==> src/rtl/slr_sched_pkg.sv <==
// Shared types and constants for the two-requester shift scheduler.
package slr_sched_pkg;
  localparam int NUM_REQ = 2;
  typedef enum logic [1:0] {IDLE, SHIFT, RESP} state_t;
  typedef logic req_id_t;
endpackage

==> src/rtl/slr_rr_arb.sv <==
// Two-way arbiter: round robin by default, fixed priority (requester 0 first)
// when SLR_SCHED_FIXED_PRIO_EN is defined.
module slr_rr_arb
  import slr_sched_pkg::*;
(
  input  logic               clk,
  input  logic               rst,
  input  logic [NUM_REQ-1:0] req,
  input  logic               upd,
  output logic [NUM_REQ-1:0] grant
);
`ifdef SLR_SCHED_FIXED_PRIO_EN
  logic unused_ok;
  assign unused_ok = &{1'b0, clk, rst, upd};
  always_comb grant = req[0] ? 2'b01 : req;
`else
  req_id_t last;
  // last=1 after reset so requester 0 wins the first tie
  always_ff @(posedge clk or posedge rst)
    if (rst)      last <= 1'b1;
    else if (upd) last <= grant[1];
  always_comb grant = (&req) ? (last ? 2'b01 : 2'b10) : req;
`endif
endmodule

==> src/rtl/slr_sched.sv <==
// Arbitrated multi-cycle logical right shifter; step per cycle is at most
// 2**amt_n-1. Arbitration mode selected by SLR_SCHED_FIXED_PRIO_EN.
module slr_sched
  import slr_sched_pkg::*;
#(
  parameter int n     = 8,
  parameter int amt_n = 3,
  parameter int tot_n = 4
) (
  input  logic               clk,
  input  logic               rst,
  input  logic [NUM_REQ-1:0] req_valid,
  output logic [NUM_REQ-1:0] req_ready,
  input  logic [n-1:0]       req_d0,
  input  logic [n-1:0]       req_d1,
  input  logic [tot_n-1:0]   req_amt0,
  input  logic [tot_n-1:0]   req_amt1,
  output logic               rsp_valid,
  input  logic               rsp_ready,
  output logic [n-1:0]       rsp_data,
  output logic               rsp_id
);
  localparam int S  = (1 << amt_n) - 1;
  localparam int RW = $clog2(n + 1);

  state_t             state, nxt;
  logic [NUM_REQ-1:0] grant;
  logic               accept;
  logic [n-1:0]       data;
  logic [RW-1:0]      rem, step, amt_c;
  logic [tot_n-1:0]   amt_sel;
  req_id_t            id;

  slr_rr_arb u_arb (
    .clk   (clk),
    .rst   (rst),
    .req   (req_valid),
    .upd   (accept),
    .grant (grant)
  );

  assign req_ready = (state == IDLE) ? grant : '0;
  assign accept    = |(req_valid & req_ready);
  assign amt_sel   = grant[1] ? req_amt1 : req_amt0;

  // Amounts beyond the data width all yield zero, so clamp to n
  always_comb begin
    amt_c = (int'(amt_sel) >= n) ? RW'(n) : RW'(amt_sel);
    step  = (int'(rem) > S) ? RW'(S) : rem;
  end

  always_ff @(posedge clk or posedge rst)
    if (rst) state <= IDLE;
    else     state <= nxt;

  always_comb begin
    nxt = state;
    case (state)
      IDLE:    if (accept) nxt = (amt_c == '0) ? RESP : SHIFT;
      SHIFT:   if (rem == step) nxt = RESP;
      RESP:    if (rsp_ready) nxt = IDLE;
      default: nxt = IDLE;
    endcase
  end

  always_ff @(posedge clk or posedge rst)
    if (rst) begin
      data <= '0;
      rem  <= '0;
      id   <= 1'b0;
    end else begin
      case (state)
        IDLE: if (accept) begin
          data <= grant[1] ? req_d1 : req_d0;
          rem  <= amt_c;
          id   <= grant[1];
        end
        SHIFT: begin
          data <= data >> step;
          rem  <= rem - step;
        end
        default: ;
      endcase
    end

  assign rsp_valid = (state == RESP);
  assign rsp_data  = data;
  assign rsp_id    = id;
endmodule

==> config.mk <==
export PLATFORM = sky130hd
export DESIGN_NAME = slr_sched
export DESIGN_NICKNAME = d
export VERILOG_FILES = /design/src/rtl/slr_sched_pkg.sv /design/src/rtl/slr_rr_arb.sv /design/src/rtl/slr_sched.sv
export SDC_FILE = /design/constraint.sdc
export NUM_CORES = 1
export LEC_CHECK = 0
export BUFFER_PORTS_ARGS = -buffer_cell sky130_fd_sc_hd__buf_4
export CORE_MARGIN = 2
export CORE_UTILIZATION = 30
export CTS_BUF_LIST = sky130_fd_sc_hd__clkbuf_4 sky130_fd_sc_hd__clkbuf_8 sky130_fd_sc_hd__clkbuf_16
export CTS_CLUSTER_DIAMETER = 120
export DETAILED_ROUTE_END_ITERATION = 16
export PLACE_DENSITY_LB_ADDON = 0.25
export SLEW_MARGIN = 20
export SYNTH_ARGS = -nofsm -noshare
export SYNTH_HDL_FRONTEND = slang
export SYNTH_HIERARCHICAL = 1
export SYNTH_SLANG_ARGS = --single-unit
==> constraint.sdc <==
create_clock -name clk -period 3.45 [get_ports clk]
set_input_delay 0.69 -clock clk [delete_from_list [all_inputs] [get_ports clk]]
set_output_delay 0.69 -clock clk [all_outputs]
set_load 0.005 [all_outputs]
## After elaboration in Yosys (flattened, before gate mapping)

Cells that the tools add are included.

- Add/sub/neg operators: 1
- $lt $le $gt $ge: 2
- Equality and inequality tests: 6
- Shifts and indexed selects: 1
- Muxes and demuxes: 16
- Bitwise operators: 1
- Reductions and logical operators: 8

Operators with widths:

| operator | count |
|---|---|
| 2-to-1 mux 4 bit | 4 |
| 2-to-1 mux 8 bit | 2 |
| one-hot mux 8 bit (2 select lines) | 1 |
| 2-to-1 mux 2 bit | 7 |
| one-hot mux 4 bit (2 select lines) | 1 |
| right shift 8 x 4 -> 8 bit | 1 |
| one-hot mux 2 bit (3 select lines) | 1 |
| AND reduction 2 bit | 3 |
| equality test 4 bit | 1 |
| >= comparator 4 bit, second input constant | 1 |
| > comparator 4 x 3 -> 1 bit, second input constant | 1 |
| zero test 4 bit | 1 |
| inequality test 2 bit, second input constant | 2 |
| subtractor 4 bit | 1 |
| AND reduction 3 bit | 1 |
| bitwise AND 2 bit | 1 |
| equality test 2 x 1 -> 1 bit, second input constant | 1 |
| equality test 2 bit, second input constant | 1 |
| zero test 2 bit | 1 |
| inequality test 2 x 1 -> 1 bit, second input constant | 1 |
| nonzero test 2 bit | 1 |
| OR reduction 2 bit | 1 |

- Register bits after elaboration: 16
- Input bits: 29
- Output and inout port bits: 12
- Word-level logic and storage cells: 40

## Logic depth before layout (Yosys ltp)

Gate-level depths: netlist (run 1).

- Depth after elaboration: 9
- Gate-level depth with buffers: 7
- Gate-level depth less buffers: 7

## Cells and area by module

The synthesis (run 1) kept the hierarchy.

By module, submodules not included:

| module | times used | cells each | area each (um^2) | sequential area each (um^2) |
|---|---|---|---|---|
| slr_sched | 1 | 148 | 1257.5 | 375.4 |
| slr_rr_arb | 1 | 6 | 67.6 | 26.3 |

## Worst setup path after synthesis (run 1)

OpenSTA, ideal clock, no wires.

- Path type: input-to-output
- Start: input port req_valid[1]
- End: output port req_ready[1]
- Data arrival time: 1318 ps
- Required time: 2760 ps
- Setup slack: 1442 ps
- Stages on the path: 4
- Buffers on the path: 2
- Cell sequence: a21boi_2 > buf_6 > buf_4 > and2_1

- Cells in the longest elaborated chain, start to end: 3

RTL lines:

| element | line | source |
|---|---|---|
| start, declared | slr_sched.sv:12 | `input logic [NUM_REQ-1:0] req_valid,` |
| AND reduction 2 bit | slr_rr_arb.sv:22 | `always_comb grant = (&req) ? (last ? 2'b01 : 2'b10) : req;` |
| 2-to-1 mux 2 bit (*) | slr_rr_arb.sv:22 |  |
| 2-to-1 mux 2 bit (*) | slr_sched.sv:42 | `assign req_ready = (state == IDLE) ? grant : '0;` |
| end, declared | slr_sched.sv:13 | `output logic [NUM_REQ-1:0] req_ready,` |

Every way passes the cells marked *; elsewhere a longest branch is shown, timed or not.

## Final worst setup path (run 1)

- Start: register u_arb.last
- End: output port req_ready[0]

- Cells in the longest elaborated chain, start to end: 3

RTL lines:

| element | line | source |
|---|---|---|
| start, declared | slr_rr_arb.sv:17 | `req_id_t last;` |
| start signal, assigned | slr_rr_arb.sv:21 | `else if (upd) last <= grant[1];` |
| 2-to-1 mux 2 bit (2 in a row) | slr_rr_arb.sv:22 |  |
| via grant[0] | slr_sched.sv:27 | `logic [NUM_REQ-1:0] grant;` |
| 2-to-1 mux 2 bit | slr_sched.sv:42 |  |

The timed path passes the listed nets, and every way through them passes these cells.

==> summary.log, run 1 <==
qor: status.outcome completed
qor: final_layout.inserted_diodes 0
qor: clock_network.clock_tree.buffer_depth 2
qor: routing.dr_total_vias 1254
qor: synth.synth_cell_types 43
qor: clock_network.clk_root_buffer_cell clkbuf_8
qor: routing.drtPass1Iterations 4
qor: synth.postSynthRegisterBits 16
qor: routing.wl_per_cell 13.9 um
qor: synth.postSynth.asyncResetShare 1.00
qor: synth.yosys.area.top_type_share 0.283
qor: place.gp_routability_congestion 0.895
qor: synth.synthesis.nets 183
qor: final_layout.final_layout_size_suffix_gt1_frac 0.340
qor: clock_network.ctsResizeCount 0
qor: critical_path.crit_required 2.76 ns
qor: place.io_buffers 40
qor: worst_hold_path.min-delay-path-class primary input to asynchronous set/reset pin
qor: global_routing.number_of_global_route_vias_before_repair 1254
qor: synth.postSynth.topFlopCell dfrtp_1
qor: floorplanning.die_y 70.5 um
qor: sta.finalWorstPathRequiredPeriod 2.13 ns
qor: routing.avgViaCountPerCell 5.23
qor: floorplanning.num_ports 41
qor: clock_network.clk_transition_reported_paths 0.07 ns
qor: synth.postSynthCellCount 154
qor: clock_network.cts.sink_count 16
qor: final_layout.nNetsFinal 218
qor: synth.post_synth.cell_area_avg 8.60 um2
qor: synth.synth_top_area_cell dfrtp_1
qor: sta.max_freq 470 MHz
qor: clock_network.cts_setup_buffers 0
qor: critical_path.worst_ep_arrival_time 1.44 ns
qor: pwr.power.density_cell_area 769 nW/um2
qor: routing.dr.max_layer_used met4
qor: global_routing.number_of_antenna_violations_at_the_first_check_in_global_routing 0
qor: sta.setup_repair_after_global_routing_missed_its_margin false
qor: sta.hold_viol 0
qor: final_layout.final_util 0.388
qor: sta.report.final.slew_viol_count 0
qor: routing.route.detailed.drc 0
qor: floorplanning.coreArea 4290 um2
qor: synth.netlist_area 1330 um2
qor: final_layout.num-fill-cells 457
qor: global_routing.grt_start_max_net_pins 19
qor: floorplanning.die-width 70.5 um
qor: routing.met3WireLength 162 um
qor: sta.finalCritPeriodShare 0.617
qor: clock_network.numCtsBuffers 3
qor: routing.route.met2.wl 1630 um
qor: critical_path.start_kind register
qor: pwr.irDropWorstVdd 0.000241 V
qor: global_routing.global_route.overflow_total 0
qor: pwr.leak_pwr 0.000747 uW
qor: critical_path.setup.worst_path.end_class output pin
qor: synth.biggest_area_contributors_in_the_synthesized_netlist dfrtp_1, mux2i_1, mux2_2
qor: place.detailed_place_hpwl 2500 um
qor: synth.number_of_warning_messages_in_the_yosys_log 6
qor: clock_network.tritoncts_clock_tree yes
qor: routing.routed_wl 3340 um
qor: sta.finalSetupViolCount 0
qor: run.drv_cap 0
qor: critical_path.critical_path.max_fanout 3
qor: routing.drt-met1-wl 1520 um
qor: synth.seq_area_frac_synth 0.303
qor: sta.setup-tns-final 0 ns
qor: sta.maximum_clock_skew_at_final_layout 0.00177 ns
qor: routing.initialDrtViolationCount 127
qor: final_layout.syn2layout_area_growth 25.6%
qor: sta.maxSlewHeadroom 0.592
qor: global_routing.grt_first_pass_wirelength 5910 um
qor: synth.synth-edff-count 0
qor: sta.worst-slew-pin-transition 0.611 ns
qor: global_routing.globalRouteTotalUtil 0.147
qor: floorplanning.die-area 4960 um2
qor: floorplanning.initial_utilization 0.309
qor: critical_path.setup.worst_path.class register to output pin
qor: routing.antenna_left 0
qor: clock_network.htree_num_levels 1
qor: floorplanning.std_cell_rows 24
qor: clock_network.worst_skew_pair.late_latency 0.25 ns
qor: clock_network.hold_buf_cts 0
## cell type report
type,instances,area (um2),area share
multi-input combinational,120,805,0.483
clock buffer,4,55.1,0.0331
sequential,16,402,0.241
tap,52,65.1,0.0391
timing repair buffer,42,315,0.189
inverter,6,22.5,0.0135
## state kept, by name, indices dropped and copies added (netlist names)
register	cells
state	2
rsp_id	1
rsp_data	8
rem	4
u_arb/last	1
## layer usage
metal  GRT usage  vias up
met5           0        -
met4      0.0470        0
met3      0.0202        2
met2       0.231       30
met1       0.207      598
li1            -      624
## cell usage after synthesis, types with 3 or more instances
master	number
nor3_1	5
o21ai_1	4
mux2i_1	11
o22ai_1	3
nor2_1	17
mux2_4	3
buf_6	3
nand3_1	3
o21ai_0	7
a31oi_1	3
dfrtp_1	15
mux2_2	7
buf_4	7
nand2_1	18
a21oi_1	10
inv_1	5
## per-stage QoR
step / total power [uW] / hold slack (ns) / worst slack, ns / instances / area (um2)
detailed placement: 1110 / 0.473 / 1.07 / 236 / 1610
CTS: 1290 / 0.434 / 1.31 / 240 / 1660
global route: 1400 / 0.436 / 1.16 / 240 / 1660
floorplan: 932 / 0.470 / 1.44 / 154 / 1330
global placement: 1110 / 0.476 / 1.11 / 236 / 1610
finish: 1280 / 0.438 / 1.32 / 240 / 1660
## cells in the final DEF (no fill, tap or decap), types with 2 or more instances in the layout
cell	instances
buf_4	42
nand2_1	18
nor2_1	17
dfrtp_1	15
mux2i_1	11
a21oi_1	10
mux2_2	7
o21ai_0	7
nor3_1	5
inv_1	5
o21ai_1	4
clkbuf_8	4
mux2_4	3
nand3_1	3
a31oi_1	3
o22ai_1	3
a22oi_1	2
and2b_1	2
a211oi_1	2
and2_1	2
nor2b_1	2
## worst paths after layout
path,startpoint,to,slack [ns],depth (start not counted)
min in group clk,rsp_id,rsp_id,0.49,2
worst min register to register,rsp_id,rsp_id,0.49,2
worst max register to register,u_arb/last,rsp_data[3],1.45,6
worst max-delay path,u_arb/last,req_ready[0],1.32,4
max in group asynchronous,rst,rsp_data[0],2.54,2
worst min-delay path,rst,u_arb/last,0.44,2
## kinds of logic after synthesis
logic type,after synthesis,share of synthesized area
AOI/OAI and AO/OA,46,0.238
buffers and inverters,18,0.0897
DFF,16,0.303
muxes,21,0.177
and+or+nand+nor,53,0.193
## report_power, final
part	switching [uW]	internal, uW
Sequential	179	276
Combinational	308	346
Clock	69.6	101
Total	556	724
## critical path: stages, from the launching register on
cell      delay, ns
dfstp_2        0.55
inv_1          0.04
a21boi_0       0.31
and2_1         0.18
buf_4          0.10
Note: power is estimated with default switching activity, not from simulation.
==> inputs of run 2 (changes only) <==
Clock period 3.45 ns to 1.7 ns, I/O delays scaled along.
==> summary.log, run 2 (same netlist as run 1, synthesis figures left out) <==
qor: critical_path.setup.worst_path.class register to output pin
qor: place.io_buffers 40
qor: final_layout.num-fill-cells 460
qor: sta.maxSlewHeadroom 0.587
qor: final_layout.final_layout_size_suffix_gt1_frac 0.452
qor: critical_path.crit_path_cell_trace inv_1 > a21boi_2 > buf_4 > and2_1 > buf_4
qor: clock_network.hold_buf_cts 0
qor: critical_path.crit_family flip-flops
qor: global_routing.number_of_antenna_violations_at_the_first_check_in_global_routing 0
qor: status.outcome completed
qor: critical_path.worst_path_max_delay_cell dfstp_2
qor: final_layout.inserted_diodes 0
qor: clock_network.htree_num_levels 1
qor: clock_network.clk_root_buffer_cell clkbuf_8
qor: clock_network.clock_tree.buffer_depth 2
qor: sta.max_freq 593 MHz
qor: worst_hold_path.min-delay-path-class primary input to asynchronous set/reset pin
qor: clock_network.worst_skew_pair.late_latency 0.25 ns
qor: routing.avgViaCountPerCell 5.10
qor: clock_network.tritoncts_clock_tree yes
qor: critical_path.critical-path-max-stage-delay 0.55 ns
qor: critical_path.timing.critical_path.buf_inv 3
qor: place.place_worst_setup_slack -0.0464 ns
qor: place.dpl.cell_count 255
qor: critical_path.ff2ff_path_depth 7
qor: routing.dr_total_vias 1327
qor: pwr.power.density_cell_area 1540 nW/um2
qor: floorplanning.initial_utilization 0.309
qor: global_routing.grt_start_max_net_pins 16
qor: pwr.leak_pwr 0.000852 uW
qor: routing.wl_per_cell 14.0 um
qor: critical_path.start_kind register
qor: final_layout.nNetsFinal 238
qor: sta.maximum_clock_skew_at_final_layout 0.00242 ns
qor: floorplanning.coreArea 4290 um2
qor: place.gp_routability_congestion 0.935
qor: critical_path.setup.worst_path.end_class output pin
qor: final_layout.post-route-cell-area 1860 um2
qor: global_routing.globalRouteTotalUtil 0.164
qor: routing.drtPass1Iterations 4
qor: critical_path.cp_common_cell buf_4
qor: sta.finalWorstPathRequiredPeriod 1.69 ns
qor: final_layout.syn2layout_area_growth 40.5%
qor: sta.worst-slew-pin-transition 0.619 ns
qor: sta.setup_repair_after_global_routing_missed_its_margin true
qor: pwr.post-layout-total-power 2860 uW
qor: routing.routed_wl 3630 um
qor: place.post_dp_cell_area 1750 um2
qor: sta.finalCritPeriodShare 0.992
qor: pwr.irDropWorstVdd 0.000457 V
qor: sta.setup_ws 0.0132 ns
qor: sta.report.final.slew_viol_count 0
qor: floorplanning.die-width 70.5 um
qor: global_routing.number_of_global_route_vias_before_repair 1342
qor: critical_path.crit_required 1.36 ns
qor: critical_path.path_depth 5
qor: run.drv_cap 0
qor: routing.antenna_left 0
qor: clock_network.numCtsBuffers 3
qor: routing.initialDrtViolationCount 87
qor: critical_path.critical_path.max_fanout 3
qor: critical_path.worst_ep_arrival_time 1.35 ns
qor: floorplanning.num_ports 41
qor: sta.finalSetupViolCount 0
qor: place.detailed_place_hpwl 2840 um
qor: final_layout.mostFrequentLayoutCell buf_4
qor: floorplanning.die-area 4960 um2
qor: sta.hold_viol 0
qor: floorplanning.die_y 70.5 um
qor: floorplanning.std_cell_rows 24
qor: final_layout.mostFrequentLayoutCells buf_4, nor2_1, nand2_1
qor: global_routing.global_route.overflow_total 0
qor: routing.route.detailed.drc 0
qor: final_layout.largest_register_ff_count 8
qor: final_layout.final_cell_count_no_fill 260
qor: global_routing.grt_first_pass_wirelength 6470 um
qor: clock_network.cts.sink_count 16
qor: clock_network.clk_transition_reported_paths 0.07 ns
## run 2: cell types whose count changed in the layout (fill, tap and decap cells not counted), sizes merged
cell / previous run / this run
buf: 42 / 62
## run 2: path summary, 6_finish.rpt
kind	start	to	slack, ns
worst max-delay path	u_arb/last	req_ready[0]	0.01
worst min-delay path	rst	u_arb/last	0.10
worst max register to register	u_arb/last	u_arb/last	0.03
worst min register to register	rsp_id	rsp_id	0.48
max in group asynchronous	rst	rem[1]	1.09
min in group clk	req_d0[7]	rsp_data[7]	0.39
## run 2: power breakdown
part / internal (uW) / switching (uW)
clock network: 206 / 137
logic: 887 / 758
registers: 566 / 309
## run 2: cell type report
cell class	count	area (um2)	area share
Sequential cell	16	404	0.217
Tap cell	52	65.1	0.0349
Clock buffer	4	55.1	0.0296
Multi-Input combinational cell	120	846	0.454
Timing Repair Buffer	62	469	0.252
Inverter	6	22.5	0.0121
## run 2: worst register-to-register path, cell delays in order (launching register included)
cell,delay [ns]
dfstp_2,0.55
a21boi_2,0.07
buf_4,0.14
a22o_4,0.26
buf_4,0.14
nand2_2,0.09
inv_2,0.07
mux2_4,0.30
## run 2: per-layer routing
| metal | vias to the layer above | GRT usage | wire, um |
|---|---|---|---|
| li1 | 665 | - | - |
| met1 | 613 | 0.224 | 1600 |
| met2 | 40 | 0.255 | 1740 |
| met3 | 9 | 0.0245 | 173 |
| met4 | 0 | 0.0726 | 118 |
| met5 | - | 0 | 0 |
## run 2: repair_timing
| action | in CTS | in global routing |
|---|---|---|
| gates resized for setup | 3 | 12 |
| setup buffers | 0 | 1 |
| pin swaps | 0 | 2 |
| endpoints found under the setup margin | 7 | 15 |
## run 2: metrics by stage
stage / hold WS [ns] / utilization / TNS [ns]
floorplan: 0.230 / - / 0
global placement: 0.369 / 0.408 / -0.0779
detailed placement: 0.371 / 0.408 / -0.145
CTS: 0.0976 / 0.422 / 0
global route: 0.107 / 0.434 / -0.243
finish: 0.101 / 0.434 / 0
==> inputs of run 3 (changes only) <==
Settings changed: ABC_AREA from default to 1.
==> summary.log, run 3 <==
qor: status.outcome completed
qor: global_routing.number_of_antenna_violations_at_the_first_check_in_global_routing 0
qor: clock_network.numCtsBuffers 3
qor: critical_path.critical_path.max_fanout 3
qor: critical_path.start_kind register
qor: pwr.p_seq_frac 0.265
qor: floorplanning.std_cell_rows 23
qor: sta.setup_repair_after_global_routing_missed_its_margin false
qor: sta.worst-slew-pin-transition 0.617 ns
qor: place.io_buffers 40
qor: sta.setup_ws 0.105 ns
qor: synth.synth_cell_types 25
qor: sta.maximum_clock_skew_at_final_layout 0.0153 ns
qor: routing.antenna_left 0
qor: pwr.switching_share 0.476
qor: pwr.irDropWorstVdd 0.000787 V
qor: clock_network.tritoncts_clock_tree yes
qor: synth.biggest_area_contributors_in_the_synthesized_netlist dfrtp_1, nand2_1, nand3_1
qor: final_layout.mostFrequentLayoutCell buf_4
qor: global_routing.grt_start_max_net_pins 22
qor: sta.hold_viol 0
qor: critical_path.crit_required 1.36 ns
qor: sta.finalSetupViolCount 0
qor: sta.setup-tns-final 0 ns
qor: floorplanning.num_ports 41
qor: synth.seq_area_frac_synth 0.325
qor: floorplanning.die-width 68.2 um
qor: pwr.p_switching 1370 uW
qor: synth.yosys.area.top_type_share 0.304
qor: synth.synth_top_area_cell dfrtp_1
qor: synth.postSynthRegisterBits 16
qor: final_layout.nNetsFinal 270
qor: sta.max_freq 627 MHz
qor: global_routing.grt_first_pass_wirelength 5640 um
qor: routing.initialDrtViolationCount 65
qor: sta.maxSlewHeadroom 0.588
qor: synth.number_of_warning_messages_in_the_yosys_log 6
qor: sta.finalCritPeriodShare 0.938
qor: routing.route.detailed.drc 0
qor: place.detailed_place_hpwl 2680 um
qor: pwr.power.density_cell_area 1700 nW/um2
qor: clock_network.worst_skew_pair.late_latency 0.26 ns
qor: global_routing.global_route.overflow_total 0
qor: clock_network.htree_num_levels 1
qor: routing.dr_total_vias 1405
qor: routing.drtPass1Iterations 4
qor: place.gp_routability_congestion 0.878
qor: routing.routed_wl 3420 um
qor: synth.postSynth.asyncResetShare 1.00
qor: pwr.leak_pwr 0.000859 uW
qor: synth.synth-edff-count 0
qor: synth.post_synth.cell_area_avg 6.37 um2
qor: final_layout.mostFrequentLayoutCells buf_4, nand2_1, nor2_1
qor: final_layout.final_layout_size_suffix_gt1_frac 0.300
qor: global_routing.number_of_global_route_vias_before_repair 1245
qor: pwr.p_int 1510 uW
qor: pwr.p_clk_frac 0.114
qor: synth.postSynthCellCount 194
qor: critical_path.setup.worst_path.class register to output pin
qor: floorplanning.die_y 68.2 um
qor: clock_network.clk_root_buffer_cell clkbuf_8
qor: synth.synthesis.nets 223
qor: routing.wl_per_cell 11.8 um
qor: clock_network.clock_tree.buffer_depth 2
qor: final_layout.syn2layout_area_growth 36.7%
qor: pwr.pwr-share-comb 0.621
qor: final_layout.largest_register_ff_count 8
qor: clock_network.hold_buf_cts 0
qor: worst_hold_path.min-delay-path-class primary input to asynchronous set/reset pin
qor: global_routing.globalRouteTotalUtil 0.161
qor: critical_path.setup.worst_path.end_class output pin
qor: run.drv_cap 0
qor: synth.netlist_area 1230 um2
qor: synth.postSynth.topFlopCell dfrtp_1
qor: final_layout.inserted_diodes 0
qor: sta.report.final.slew_viol_count 0
qor: critical_path.worst_ep_arrival_time 1.25 ns
qor: clock_network.cts.sink_count 16
qor: synth.synth_commonest_cells nand2_1, nor2_1, nand3_1, inv_1, o21ai_0
qor: floorplanning.die-area 4650 um2
qor: clock_network.clk_transition_reported_paths 0.06 ns
qor: routing.avgViaCountPerCell 4.84
qor: floorplanning.initial_utilization 0.311
qor: floorplanning.coreArea 3970 um2
qor: synth.synth.most_common_cell nand2_1
qor: place.place_worst_setup_slack 0.0105 ns
qor: sta.finalWorstPathRequiredPeriod 1.59 ns
==> run 3: cell types whose count changed after synthesis, moves of 6 or more <==
cell	change
o21ai_0	+10
mux2_2	-6
buf_4	-6
nand2_1	+26
mux2i_1	-11
nor2_1	+9
nand3_1	+18
inv_1	+15
==> run 3: cell type report <==
type | instances | area (um2)
multi-input combinational | 147 | 709
sequential | 16 | 402
tap | 50 | 62.6
inverter | 26 | 100
fill | 468 | 2280
clock buffer | 4 | 48.8
timing repair buffer | 47 | 365
==> run 3: metal layers <==
layer	GRT usage	vias up	share of wire	wire (um)
met4	0.0225	0	0.0050	17
met5	0	-	0	0
met1	0.211	649	0.47	1610
li1	-	723	-	-
met2	0.272	31	0.47	1620
met3	0.0395	2	0.050	172
==> run 3: stage by stage <==
stage          utilization  total power [uW]  instance area, um2  hold slack, ns  instances
2_1_floorplan            -              1960                1230           0.230        194
3_3_place_gp         0.405              2520                1610           0.358        284
3_5_place_dp         0.405              2530                1610           0.356        284
4_1_cts              0.421              2880                1670          0.0892        290
5_1_grt              0.425              3200                1690          0.0866        290
6_report             0.425              2880                1690          0.0927        290
==> run 3: power by group through the flow <==
stage                     combinational (uW)  clock (uW)  sequential [uW]
after floorplan                         1220           0              734
after global placement                  1760           0              760
after detailed placement                1760           0              771
after CTS                               1780         334              764
after global routing                    2050         359              792
final                                   1790         327              762
==> run 3: final timing paths <==
| kind | slack (ns) | cells after the start | to | from |
|---|---|---|---|---|
| min reg2reg | 0.48 | 2 | u_arb/last | u_arb/last |
| max reg2reg | 0.11 | 8 | state[1] | u_arb/last |
| min in group clk | 0.34 | 3 | u_arb/last | req_valid[1] |
| max | 0.11 | 5 | req_ready[0] | u_arb/last |
| max in group asynchronous | 1.12 | 2 | rem[1] | rst |
| min | 0.09 | 2 | u_arb/last | rst |
==> run 3: worst max-delay path: stages (launching register included) <==
cell      delay [ns]
dfstp_2         0.54
inv_1           0.04
a21boi_1        0.16
inv_1           0.06
nor2_1          0.10
buf_4           0.11
==> run 3: logic make-up after synthesis <==
family                 count (synthesis)  share of synthesized area
AOI/OAI and AO/OA                     44                      0.191
and+or+nand+nor                      102                      0.361
buffers and inverters                 31                      0.113
muxes                                  1                    0.00912
DFF                                   16                      0.325
==> run 3: timing repair <==
action                                  in CTS  in global routing
gates cloned                                 0                  0
endpoints found under the setup margin       2                  6
resized for setup                            1                  7
setup buffers                                2                  0
pin swaps                                    0                  1
